===== config.mk =====
export PLATFORM = sky130hd
export DESIGN_NAME = score_keeper
export DESIGN_NICKNAME = d
export VERILOG_FILES = /design/src/rtl/score_keeper.sv
export SDC_FILE = /design/constraint.sdc
export NUM_CORES = 1
export LEC_CHECK = 0
export CORE_ASPECT_RATIO = 0.6
export CORE_MARGIN = 2
export CORE_UTILIZATION = 54
export CTS_CLUSTER_DIAMETER = 100
export DETAILED_ROUTE_END_ITERATION = 12
export PLACE_DENSITY = 0.86
export SYNTH_ARGS = -nofsm -noshare
export SYNTH_HDL_FRONTEND = slang
export SYNTH_SLANG_ARGS = --single-unit
export TNS_END_PERCENT = 30

===== constraint.sdc =====
create_clock -name i_clk -period 5.36 [get_ports i_clk]
set_input_delay 1.072 -clock i_clk [delete_from_list [all_inputs] [get_ports i_clk]]
set_output_delay 1.072 -clock i_clk [all_outputs]
set_load 0.1 [all_outputs]

===== src/rtl/score_keeper.sv =====
// Scoring stage for the DDR game: turns per-arrow judgements into score, combo,
// max combo and multiplier, with the score clamped to what the 4-digit display can show.
module score_keeper #(
  parameter int PTS_PERFECT  = 30,
  parameter int PTS_GREAT    = 20,
  parameter int PTS_GOOD     = 10,
  parameter int MISS_PENALTY = 15,
  parameter int SCORE_MAX    = 9999,
  parameter int COMBO_STEP   = 10,
  parameter int MULT_MAX     = 4
) (
  input  logic        i_clk,
  input  logic        i_rst_n,
  input  logic        i_start,
  input  logic        i_active,
  input  logic        i_judge_valid,
  input  logic [1:0]  i_judge,
  output logic [31:0] o_score,
  output logic [15:0] o_combo,
  output logic [15:0] o_max_combo,
  output logic [2:0]  o_mult,
  output logic        o_update
);

  localparam int SW = $clog2(SCORE_MAX + 1);
  localparam int CW = $clog2(COMBO_STEP + 1);

  logic [SW-1:0] score_q, score_d;
  logic [15:0]   combo_q, combo_d, max_q, max_d;
  logic [2:0]    mult_q, mult_d;
  logic [CW-1:0] step_q, step_d;
  logic [16:0]   base, sum;
  logic          accept;

  assign accept = i_judge_valid & i_active & ~i_start;

  // Points use the multiplier held before this hit; the sum is wide enough that
  // the clamp compares against the true total rather than a wrapped one.
  always_comb begin
    score_d = score_q;
    combo_d = combo_q;
    max_d   = max_q;
    mult_d  = mult_q;
    step_d  = step_q;
    base    = '0;
    sum     = '0;
    case (i_judge)
      2'b01:   base = 17'(PTS_GOOD);
      2'b10:   base = 17'(PTS_GREAT);
      2'b11:   base = 17'(PTS_PERFECT);
      default: base = '0;
    endcase
    if (i_judge == 2'b00) begin
      score_d = (score_q < SW'(MISS_PENALTY)) ? '0 : score_q - SW'(MISS_PENALTY);
      combo_d = '0;
      step_d  = '0;
      mult_d  = 3'd1;
    end else begin
      sum     = 17'(score_q) + base * 17'(mult_q);
      score_d = (sum > 17'(SCORE_MAX)) ? SW'(SCORE_MAX) : sum[SW-1:0];
      combo_d = (combo_q == 16'hFFFF) ? combo_q : combo_q + 16'd1;
      max_d   = (combo_d > max_q) ? combo_d : max_q;
      if (step_q + CW'(1) == CW'(COMBO_STEP)) begin
        step_d = '0;
        mult_d = (mult_q >= 3'(MULT_MAX)) ? 3'(MULT_MAX) : mult_q + 3'd1;
      end else begin
        step_d = step_q + CW'(1);
      end
    end
  end

  always_ff @(posedge i_clk or negedge i_rst_n) begin
    if (!i_rst_n) begin
      score_q  <= '0;
      combo_q  <= '0;
      max_q    <= '0;
      mult_q   <= 3'd1;
      step_q   <= '0;
      o_update <= 1'b0;
    end else if (i_start) begin
      score_q  <= '0;
      combo_q  <= '0;
      max_q    <= '0;
      mult_q   <= 3'd1;
      step_q   <= '0;
      o_update <= 1'b0;
    end else if (accept) begin
      score_q  <= score_d;
      combo_q  <= combo_d;
      max_q    <= max_d;
      mult_q   <= mult_d;
      step_q   <= step_d;
      o_update <= 1'b1;
    end else begin
      o_update <= 1'b0;
    end
  end

  assign o_score     = 32'(score_q);
  assign o_combo     = combo_q;
  assign o_max_combo = max_q;
  assign o_mult      = mult_q;

endmodule


==> impl_results.md <==
- Max stage delay on crit path: 0.56 ns
- Syn Area/Cell: 8.56 um^2
- Max H-tree Level: 2
- # setup viols final: 0
- Final WL: 12400 um
- Post-synth top area share: 0.303
- First-pass GRT wire length: 19700 um
- Global route overflow: 0
- Number of synthesized flops with an enable pin: 0
- Fin Setup TNS: 0 ns
- Flop2flop setup slack: 1.04 ns
- Worst-path fanout max: 8
- Synth Cell Area: 0.00437 mm^2
- P_sw: 0.521 mW
- Crit path cell chain: clkdlybuf4s50_1 -> and2_1 -> fa_1 -> fa_1 -> inv_1 -> fa_1 -> nand2b_1 -> a21oi_1 -> o21ai_0 -> mux2i_1 -> nand3_1 -> o21ai_2 -> o221ai_1
- Crit path DAT: 5.13 ns
- Clk buf depth: 2
- Worst EP required: 5.52 ns
- Pre-antenna DRT Iters: 5
- Initial antenna violation count: 0
- Die height: 73.7 um
- PostCTS Resize Cnt: 0
- Clock share of power: 0.323
- PnR worst setup slack: 0.392 ns
- Max Slew Vio Count: 0
- DR WL/cell: 18.7 um
- Die width: 120 um
- Placed cell count: 655
- Share of cells above drive strength 1: 0.0613
- Top_reg_cell synth: dfrtp_1
- CP max stage cell: fa_1
- Setup bufs post-CTS: 0
- Yosys warnings: 0
- Cell taking the most area after synthesis: dfrtp_1
- GRT Util Overall: 0.284
- Mapped Cells: 511
- Seq cells post-synth: 54
- Pre-CTS WS: 0.171 ns
- Fraction of registers with async set/reset: 1.00
- CP most frequent cell: fa_1
- Vias/cell: 6.23
- RSZ-0062 raised after global routing: no
- CP Launch Type: input pin
- Synth top area cells: dfrtp_1 (30%), ha_1 (9.4%), o21ai_0 (4.8%), nand2_1 (4.0%), inv_1 (3.3%)
- Row Count: 25
- Hold_buf cts: 0
- Post-detailed-route DRC marker count: 0
- Vias in the first global route: 3898
- PortBufs: 56
- Worst Tran Pin Value: 1.02 ns
- Tmin final: 4.97 ns
- FMAX: 201 MHz
- Root buffer cell: clkbuf_16
- ANT nets after route: 0
- Area after DPL: 0.00493 mm^2
- Status: completed
- Drt initial violations: 478
- Hold_ws: 0.562 ns
- Max Clock Skew: 0.00797 ns
- Slew headroom: 0.316
- Crit path kind: in -> reg
- Finished Layout Cells: 663
- Routed vias: 4132
- # diodes: 0
- Die ar.: 0.00886 mm^2
- CTS buffer count: 5
- Clk sinks: 54
- Cell Pwr Density: 261 mW/mm^2
- CORE AREA: 0.00785 mm^2
- Distinct cells, synth: 68
- Largest net degree at the start of global routing: 55
- I/O pin count: 75
- Static Leak: 2.31 nW
- Clk pin slew, worst setup/hold paths: 0.07 ns
- CTS tree: yes
- Nets: 599
- Final period utilization: 0.927
- Initial Utilization: 0.557
- Peak supply drop: 0.152 mV
- Area delta synth->final: 17.2%
- Routability Congestion: 0.950
- Detailed Place HPWL: 8820 um
- Crit. End Element: flop
- Int Power: 0.816 mW
- Seq/Total Area, Yosys: 0.309
- Seq pwr share: 0.336
- Sw Share: 0.390
- Combinational Power Share: 0.342
- Final Hold Viols: 0
- Clock Latency Late Sink: 0.30 ns
- Finished Cell Area: 0.00513 mm^2
- Worst hold path type: reg -> reg
- Maxcap violations: 0
## area by class of cell
class	instances	area [um^2]
inverters	39	146
clock buffers	5	125
fillers	624	2730
repair buffers	61	593
multi-input cells	393	2710
clock inverters	3	68.8
well taps	108	135
flip-flops and latches	54	1350
## power groups by stage
stage	logic [mW]	registers (mW)	clock network [mW]
global route	0.482	0.451	0.448
finish	0.457	0.448	0.431
global placement	0.432	0.455	0
CTS	0.447	0.448	0.433
detailed placement	0.444	0.456	0
floorplan	0.255	0.553	0
## metrics by stage
stage	power (mW)	utilization
2_1_floorplan	0.808	-
3_3_place_gp	0.887	0.628
3_5_place_dp	0.899	0.628
4_1_cts	1.33	0.653
5_1_grt	1.38	0.653
6_report	1.34	0.653
## flip-flops by register name (all words and copies together), names as in the netlist
signal	count
o_combo	16
o_max_combo	16
o_mult	3
o_update	1
score_q	14
step_q	4
## cells by family after synthesis
logic type	synth area share
compound gates	0.219
xor+xnor	0.0561
fa+ha+maj	0.117
buf+inv	0.0867
flops	0.309
mux	0.0335
other cells	0.000858
simple gates	0.177
## per-layer routing
metal / wire, um / part of all wire / GRT usage
met4: 230 / 0.019 / 0.0797
met5: 0 / 0 / 0
met2: 5440 / 0.44 / 0.430
met3: 1360 / 0.11 / 0.0877
met1: 5340 / 0.43 / 0.393
## critical path: cells and delay by family
kind,cells,cell delay (ns)
adder cells (fa/ha/maj),3,1.54
AND/OR/NAND/NOR,3,0.62
AO/OA/AOI/OAI,4,1.10
buffers and inverters,2,0.61
multiplexers,1,0.19
## cell usage in the layout, fill, tap and decap left out, types with 6 or more instances in the layout
cell type	n
clkdlybuf4s50_1	55
dfrtp_1	53
nand2_1	47
o21ai_0	42
inv_1	39
nor2_1	36
ha_1	33
a21oi_1	21
nand3_1	21
conb_1	18
xor2_1	16
xnor2_1	12
nor3_1	11
mux2i_1	11
o21a_1	8
and3_1	8
a22o_1	7
nand4_1	7
a31oi_1	6
## synthesized netlist by cell type (all sizes together), types with 7 or more instances
library cell,instances
inv,39
o21a,8
nand2,47
nand4,7
xnor2,12
a21oi,21
nor3,11
mux2i,12
and3,8
clkbuf,17
xor2,16
ha,33
o21ai,43
nand3,21
dfrtp,53
buf,25
a31oi,7
a22o,7
nor2,38
## path summary, 6_finish.rpt
check                                               to  cells after the start                         from
setup / recovery                score_q[8]$_DFFE_PN0P_                     13                   i_judge[1]
hold / removal             o_max_combo[14]$_DFFE_PN0P_                      2  o_max_combo[14]$_DFFE_PN0P_
setup reg to reg           o_max_combo[13]$_DFFE_PN0P_                     16       o_combo[0]$_DFFE_PN0P_
hold reg to reg            o_max_combo[14]$_DFFE_PN0P_                      2  o_max_combo[14]$_DFFE_PN0P_
max in group asynchronous       o_combo[2]$_DFFE_PN0P_                      2                      i_rst_n
min in group asynchronous           o_update$_DFF_PN0_                      2                      i_rst_n
(Power assumes the default switching activity.)
